File: config.mk
export PLATFORM = sky130hd
export DESIGN_NAME = snn_apb_master
export DESIGN_NICKNAME = d
export VERILOG_FILES = /design/src/rtl/snn_pkg.sv /design/src/rtl/snn_apb_master.sv
export SDC_FILE = /design/constraint.sdc
export NUM_CORES = 1
export LEC_CHECK = 0
export BUFFER_PORTS_ARGS = -buffer_cell sky130_fd_sc_hd__buf_2
export CORE_UTILIZATION = 45
export DETAILED_ROUTE_END_ITERATION = 7
export PLACE_DENSITY = 0.81
export SLEW_MARGIN = 5
export SYNTH_ARGS = -nofsm -noshare
export SYNTH_HDL_FRONTEND = slang
export SYNTH_SLANG_ARGS = --single-unit
File: constraint.sdc
create_clock -name clk -period 2.3 [get_ports clk]
set_input_delay 0.46 -clock clk [delete_from_list [all_inputs] [get_ports clk]]
set_output_delay 0.46 -clock clk [all_outputs]
set_load 0.005 [all_outputs]
File: src/rtl/snn_pkg.sv
// -----------------------------------------------------------------------------
// snn_pkg -- definitions shared between the APB master and the CSR slave.
//
// Contents:
//   APB_ADDR_W       default APB address width
//   APB_DATA_W       default APB data width
//   apb_mst_state_e  APB master FSM state encoding (IDLE, SETUP, ACCESS, RESP)
// -----------------------------------------------------------------------------
package snn_pkg;

  localparam int APB_ADDR_W = 16;
  localparam int APB_DATA_W = 32;

  typedef enum logic [1:0] {
    IDLE   = 2'd0,
    SETUP  = 2'd1,
    ACCESS = 2'd2,
    RESP   = 2'd3
  } apb_mst_state_e;

endpackage : snn_pkg

File: src/rtl/snn_apb_master.sv
// -----------------------------------------------------------------------------
// snn_apb_master -- single-outstanding APB master.
//
// A command (valid/ready) is turned into one APB transfer
// (SETUP -> ACCESS ... ACCESS); the result is returned as a response
// (valid/ready) that must be consumed before the next command is accepted.
//
// Parameters:
//   ADDR_W       APB address width
//   DATA_W       APB data width
//   TIMEOUT_CYC  maximum ACCESS cycles waiting for pready (watchdog build only)
//
// Ports:
//   clk, rst_n                         clock (rising edge), async active-low reset
//   cmd_valid/cmd_ready                command handshake
//   cmd_write, cmd_addr, cmd_wdata     command payload
//   rsp_valid/rsp_ready                response handshake
//   rsp_rdata, rsp_err                 response payload (rdata is 0 for writes)
//   psel, penable, pwrite, paddr,
//   pwdata, prdata, pready             APB requester interface
//
// Configuration:
//   SNN_APB_MST_TIMEOUT_EN  when defined, an ACCESS phase that sees no pready
//                           for TIMEOUT_CYC cycles is abandoned and answered
//                           with rsp_err=1, rsp_rdata=0. When undefined, ACCESS
//                           waits indefinitely and rsp_err is always 0.
// -----------------------------------------------------------------------------
module snn_apb_master
  import snn_pkg::*;
#(
  parameter int ADDR_W      = APB_ADDR_W,
  parameter int DATA_W      = APB_DATA_W,
  parameter int TIMEOUT_CYC = 64
) (
  input  logic              clk,
  input  logic              rst_n,
  // command channel
  input  logic              cmd_valid,
  output logic              cmd_ready,
  input  logic              cmd_write,
  input  logic [ADDR_W-1:0] cmd_addr,
  input  logic [DATA_W-1:0] cmd_wdata,
  // response channel
  output logic              rsp_valid,
  input  logic              rsp_ready,
  output logic [DATA_W-1:0] rsp_rdata,
  output logic              rsp_err,
  // APB
  output logic              psel,
  output logic              penable,
  output logic              pwrite,
  output logic [ADDR_W-1:0] paddr,
  output logic [DATA_W-1:0] pwdata,
  input  logic [DATA_W-1:0] prdata,
  input  logic              pready
);

  apb_mst_state_e state_reg;
  apb_mst_state_e state_next;

  logic cmd_fire;   // command accepted this cycle
  logic xfer_done;  // slave completed the ACCESS phase this cycle

`ifdef SNN_APB_MST_TIMEOUT_EN
  // Wide enough to hold TIMEOUT_CYC itself: the counter reaches that value
  // on the cycle the transfer is abandoned.
  localparam int TMO_W = (TIMEOUT_CYC < 2) ? 1 : $clog2(TIMEOUT_CYC + 1);

  logic [TMO_W-1:0] tmo_cnt_reg;
  logic             tmo_hit;   // this pready=0 cycle is the last one allowed
  logic             xfer_tmo;  // ACCESS abandoned this cycle
  logic             rsp_err_reg;

  assign tmo_hit = (tmo_cnt_reg == TMO_W'(TIMEOUT_CYC - 1));
`endif

  // ---------------------------------------------------------------------------
  // FSM state register
  // ---------------------------------------------------------------------------
  always_ff @(posedge clk or negedge rst_n) begin
    if (!rst_n) begin
      state_reg <= IDLE;
    end else begin
      state_reg <= state_next;
    end
  end

  // ---------------------------------------------------------------------------
  // Next state and state-decoded outputs. psel/penable/rsp_valid/cmd_ready
  // come straight from the state register, so an asynchronous reset drops
  // them in the same cycle without waiting for a clock edge.
  // ---------------------------------------------------------------------------
  always_comb begin
    state_next = state_reg;
    cmd_ready  = 1'b0;
    psel       = 1'b0;
    penable    = 1'b0;
    rsp_valid  = 1'b0;
    cmd_fire   = 1'b0;
    xfer_done  = 1'b0;
`ifdef SNN_APB_MST_TIMEOUT_EN
    xfer_tmo   = 1'b0;
`endif

    case (state_reg)
      IDLE: begin
        cmd_ready = 1'b1;
        if (cmd_valid) begin
          cmd_fire   = 1'b1;
          state_next = SETUP;
        end
      end

      SETUP: begin
        psel       = 1'b1;
        state_next = ACCESS;
      end

      ACCESS: begin
        psel    = 1'b1;
        penable = 1'b1;
        if (pready) begin
          xfer_done  = 1'b1;
          state_next = RESP;
        end
`ifdef SNN_APB_MST_TIMEOUT_EN
        else if (tmo_hit) begin
          xfer_tmo   = 1'b1;
          state_next = RESP;
        end
`endif
      end

      RESP: begin
        rsp_valid = 1'b1;
        if (rsp_ready) begin
          state_next = IDLE;
        end
      end

      default: begin
        state_next = IDLE;
      end
    endcase
  end

  // ---------------------------------------------------------------------------
  // APB request registers: loaded only on command acceptance, so they stay
  // stable for the whole transfer and keep their last value afterwards.
  // ---------------------------------------------------------------------------
  always_ff @(posedge clk or negedge rst_n) begin
    if (!rst_n) begin
      pwrite <= 1'b0;
      paddr  <= '0;
      pwdata <= '0;
    end else if (cmd_fire) begin
      pwrite <= cmd_write;
      paddr  <= cmd_addr;
      pwdata <= cmd_wdata;
    end
  end

  // ---------------------------------------------------------------------------
  // Response data: written only when ACCESS ends, hence stable through RESP.
  // ---------------------------------------------------------------------------
  always_ff @(posedge clk or negedge rst_n) begin
    if (!rst_n) begin
      rsp_rdata <= '0;
    end else if (xfer_done) begin
      rsp_rdata <= pwrite ? '0 : prdata;
    end
`ifdef SNN_APB_MST_TIMEOUT_EN
    else if (xfer_tmo) begin
      rsp_rdata <= '0;
    end
`endif
  end

`ifdef SNN_APB_MST_TIMEOUT_EN
  // ---------------------------------------------------------------------------
  // ACCESS watchdog: cleared when a command moves the FSM to SETUP, counts
  // each ACCESS cycle that the slave leaves pready low.
  // ---------------------------------------------------------------------------
  always_ff @(posedge clk or negedge rst_n) begin
    if (!rst_n) begin
      tmo_cnt_reg <= '0;
    end else if (cmd_fire) begin
      tmo_cnt_reg <= '0;
    end else if ((state_reg == ACCESS) && !pready) begin
      tmo_cnt_reg <= tmo_cnt_reg + 1'b1;
    end
  end

  always_ff @(posedge clk or negedge rst_n) begin
    if (!rst_n) begin
      rsp_err_reg <= 1'b0;
    end else if (xfer_done) begin
      rsp_err_reg <= 1'b0;
    end else if (xfer_tmo) begin
      rsp_err_reg <= 1'b1;
    end
  end

  assign rsp_err = rsp_err_reg;
`else
  // Without the watchdog a transfer can only end on pready.
  assign rsp_err = 1'b0;

  // TIMEOUT_CYC stays on the interface so both builds share one parameter
  // list; it has no effect here.
  if (TIMEOUT_CYC < 1) begin : g_timeout_cfg_unused
  end
`endif

endmodule : snn_apb_master

After elaboration in Yosys (flattened, before gate mapping)
Index checks and enable logic that the tools add are counted.
- muxes and demuxes: 13
- equal/unequal tests: 6
- reduce and logical (&&, ||, !) cells: 3
- operators by type and width (cell ; count):
    $mux W32 ; 1
    $mux W1 ; 8
    $pmux W2 S4 ; 1
    $mux W2 ; 3
    $ne A2 B2 Y1 const B ; 3
    $eq A2 B2 Y1 const B ; 2
    $reduce_and A3 Y1 ; 1
    $eq A2 B1 Y1 const B ; 1
    $logic_not A2 Y1 ; 1
    $reduce_or A2 Y1 ; 1
- output and inout bits: 86
- logic and storage cells: 27
- register bits: 83
- bits of input ports: 86

Depth between registers and ports, before layout
- depth in word-level cells: 3
- depth in mapped cells: 6
- mapped depth without buffers: 5

Worst setup path after synthesis
Ideal clock, no wire load.
- path kind: flip-flop to flip-flop
- start: register state_reg[0]
- end: register paddr[0]
- buffers on the path: 2
- setup time: 0.125 ns
- data arrival time: 1.444 ns
- setup slack: 0.731 ns
- clock period less this slack: 1.569 ns
- cell stages (with the launch flop): 7
- data required time: 2.175 ns
- path through: dfrtp_1 inv_1 ha_1 nand2_1 buf_2 buf_4 mux2_2
- longest elaborated chain between the ends: 2
- RTL lines (item ; RTL line ; RTL):
    start, declared ; snn_apb_master.sv:58 ; apb_mst_state_e state_reg;
    start signal, assigned ; snn_apb_master.sv:84 ; state_reg <= state_next;
    $logic_not A2 Y1 ; snn_apb_master.sv:105 ; case (state_reg)
    $mux W1 ; snn_apb_master.sv:105 ;
    end signal, assigned ; snn_apb_master.sv:158 ; paddr <= cmd_addr;
    end, declared ; snn_apb_master.sv:52 ; output logic [ADDR_W-1:0] paddr,
Every way passes these cells.
A chain may end at the register's enable or synchronous reset.

Final worst setup path
- start: register state_reg[0]
- end: output cmd_ready
- longest elaborated chain between the ends: 2
- RTL lines (item ; RTL line ; RTL):
    $logic_not A2 Y1 ; snn_apb_master.sv:105 ;
    $mux W1 ; snn_apb_master.sv:105 ;
    end, declared ; snn_apb_master.sv:39 ; output logic cmd_ready,
Every way passes these cells.

==> impl.org <==
** Outcome
- Status :: completed

** Worst setup path
- Arr. time, crit path :: ~1.2 ns
- The worst register-to-register path has a depth of 4.
- Slowest Stage Delay on Critical Path :: about 0.4 ns
- Cell with the largest stage delay on the worst path :: sky130_fd_sc_hd__dfrtp_1
- Reg2Reg Capture Point :: state_reg[1]
- STA classifies the critical path endpoint as a primary output.
- Peak fanout along the critical path :: 4
- CP Data Required Time :: 1.84 ns
- On the critical path the largest part of the delay comes from flip-flops.
- Chain of cells forming the critical path :: inv_1 > ha_1 > buf_2
- Type of the worst setup path :: reg2out
- In this run the register-to-register setup slack is 0.66 ns.
- The worst setup path is launched from a flop.
- Count of buffer and inverter cells on the critical path :: 2
- The startpoint identified for the worst register-to-register timing path is state_reg[0].

** Pwr
- VDD IR max :: ~740 uV
- For this design the ratio of total power to cell area is 1290 nW/um2.
- The analysis attributes to cell leakage a power of roughly 2.3 nW.

** Final layout
- Net total in the final layout :: roughly 520
- Registers with the most flip-flops :: pwdata: 32 flops, rsp_rdata: 32 flops, paddr: 16 flops
- In the final layout, the share of cells above drive strength 1 is 0.558.
- For this run, the share of the core covered by cells in the final layout is 0.643.
- The number of antenna diodes in the final layout is 0.
- Area delta synth->final :: 35.3%

** Routing
- Via-per-instance ratio :: ~4.6
- The routed layout has roughly 2.5k vias.
- After detailed routing, the average wire length per cell comes to approximately 14 um.
- Drt first pass iters :: 4
- Wires add up to between 7000 and 8000 um.
- 1st-iter DRT viols :: 55
- DRC violations left :: 0
- Post-route antenna net violation count :: 0

** Timing
- The worst pin sits at a relative slew slack of 0.658.
- The number of max-slew violations in the final report was 0.
- After layout, the minimum clock period comes to between 1.5 and 2 ns.
- For the pin with the worst max-slew slack, the measured transition is ~0.51 ns.
- Adding up every negative setup slack in the final design gives 0 ns.
- Setup repair after global routing left no endpoint under its margin.
- Count of endpoints failing hold in the final timing report :: 0
- Clock skew on the completed layout was measured at about 0.018 ns.
- Share of the clock period used by the worst path :: 0.741
- Derived from the worst setup path, the maximum achievable clock frequency is a little under 0.6 GHz.
- Setup violations remaining at the end of the flow were counted as 0.

** Logic synthesis
- The average instance in the mapped netlist occupies about 13 um2.
- Area of the mapped netlist :: between 3000 and 4000 um2
- The share of the Yosys chip area taken by registers is 0.633.
- Of all flip-flops after synthesis, the portion carrying an async set or reset was 1.00.
- The synthesized design contains between 80 and 90 register bits.
- Post-synth net total :: between 300 and 400
- Cells after synthesis :: between 200 and 300
- Number of unique standard cell types used by synthesis :: 15
- In the post-synthesis netlist, the biggest area contributors are sky130_fd_sc_hd__dfrtp_1 (63%), sky130_fd_sc_hd__mux2_2 (17%), sky130_fd_sc_hd__nand2b_1 (6.1%).
- Number of enable-type register cells in the synthesized netlist :: 0
- Top_reg_cell synth :: sky130_fd_sc_hd__dfrtp_1
- Most numerous cell types in the synthesized netlist :: sky130_fd_sc_hd__dfrtp_1 (83), sky130_fd_sc_hd__mux2_2 (49), sky130_fd_sc_hd__nand2_1 (34)
- The share of synthesized area in the top cell type comes to 0.633.
- The largest total area in the synthesized netlist belongs to sky130_fd_sc_hd__dfrtp_1.
- For this run, the number of Yosys warnings is 0.
- The most common cell in the synthesized netlist is sky130_fd_sc_hd__dfrtp_1.

** Global route
- The initial antenna violation count was 0.
- Global-route congestion overflow total :: 0
- Entering global routing, the biggest net connects 50 pins.
- The via count of the first global-routing pass was around 2.5k.
- The first global-routing pass estimated around 11000 um of wire.
- Overall fraction of global-route tracks in use :: 0.191

** Clock tree
- TritonCTS built the clock tree.
- TritonCTS buffer count :: 9
- Post-CTS Resized :: 0
- After clock tree synthesis, the flow added hold-fix buffers numbering 0.
- H-tree depth :: 3
- CTS Buffer Depth :: 2
- Root Driver :: sky130_fd_sc_hd__clkbuf_8
- After clock tree synthesis, the clock-pin slew on the worst setup and hold paths is approximately 0.10 ns.
- The clock net in this run drives a total of 83 sinks.
- The later pin in the worst-skew pair is clocked with a latency of about 0.34 ns.
- After clock tree synthesis, the setup repair step added 0 buffers.

** Floorplan
- The die is around 90 um tall.
- Die footprint :: 7640 um2
- The initial utilization of the core area, before any placement, comes to 0.475.
- FP Rows :: 30
- Ports placed on the boundary :: between 150 and 200
- The core region is 6910 um2.
- Floorplan die width :: slightly below 90 um

** Place
- The HPWL after detailed placement is 5500 um.
- In this run the tool buffered the top-level ports with 170 buffer cells.
- At the end of routability-driven placement, the weighted congestion stood at between 0.7 and 0.8.

** Job
- Across the run, the number of max-cap violations was 0.

** Hold path
- The min-delay analysis places its worst path in the category in2async.
worst max path at each step:
stage | to | cells after the start | slack, ns | start
after CTS | cmd_ready | 3 | 0.57 | state_reg[0]
after global placement | state_reg[1] | 4 | 0.74 | state_reg[0]
after floorplan | paddr[0] | 6 | 0.73 | state_reg[0]
after global routing | psel | 3 | 0.52 | state_reg[1]
after detailed placement | state_reg[1] | 4 | 0.67 | state_reg[0]
final | cmd_ready | 3 | 0.60 | state_reg[0]
stage by stage:
stage	worst slack [ns]	instances	instance area, um2	power, mW	hold WS (ns)
floorplan	0.731	258	3280	3.72	0.164
global placement	0.743	514	4250	4.70	0.459
detailed placement	0.667	514	4250	4.84	0.469
CTS	0.569	530	4440	5.80	0.0932
global route	0.518	530	4440	6.16	0.119
finish	0.596	530	4440	5.71	0.0921
per-layer routing:
layer / part of all wire / GRT usage
met5: 0 / 0
met4: 0.013 / 0.0745
met3: 0.067 / 0.0408
met2: 0.53 / 0.347
met1: 0.39 / 0.218
final cells by class:
cell class / count / area (um2)
Inverter: 5 / 18.8
Fill cell: 620 / 2470
Sequential cell: 83 / 2080
Multi-Input combinational cell: 155 / 1120
Clock buffer: 10 / 138
Tap cell: 96 / 120
Timing Repair Buffer: 175 / 916
Clock inverter: 6 / 48.8
kinds of logic after synthesis:
kind of cell	count (synthesis)	share of synthesized area
muxes	51	0.175
DFF	83	0.633
AOI/OAI and AO/OA	33	0.0519
and+or+nand+nor	67	0.101
other	1	0.00114
buffers and inverters	20	0.0267
adders and majority gates	3	0.0114
power by group:
group | internal, mW | switching, mW | total, mW
Combinational | 1.26 | 0.978 | 2.23
Clock | 0.429 | 0.525 | 0.954
Sequential | 2.17 | 0.353 | 2.52
Total | 3.86 | 1.86 | 5.71
layout by cell type (no fill, tap or decap):
cell type                      n
sky130_fd_sc_hd__dfrtp_1      83
sky130_fd_sc_hd__nand2_2       2
sky130_fd_sc_hd__mux2_2       49
sky130_fd_sc_hd__nand2_1      32
sky130_fd_sc_hd__mux2i_1       1
sky130_fd_sc_hd__ha_1          3
sky130_fd_sc_hd__buf_12        2
sky130_fd_sc_hd__buf_4         4
sky130_fd_sc_hd__buf_2       169
sky130_fd_sc_hd__clkinv_4      2
sky130_fd_sc_hd__nor2_1        1
sky130_fd_sc_hd__o21ai_0      32
sky130_fd_sc_hd__nand2b_1     32
sky130_fd_sc_hd__clkbuf_8     10
sky130_fd_sc_hd__inv_6         1
sky130_fd_sc_hd__a222oi_1      1
sky130_fd_sc_hd__clkinvlp_4    3
sky130_fd_sc_hd__inv_1         5
sky130_fd_sc_hd__mux2_1        1
sky130_fd_sc_hd__conb_1        1
(Power assumes the default switching activity.)
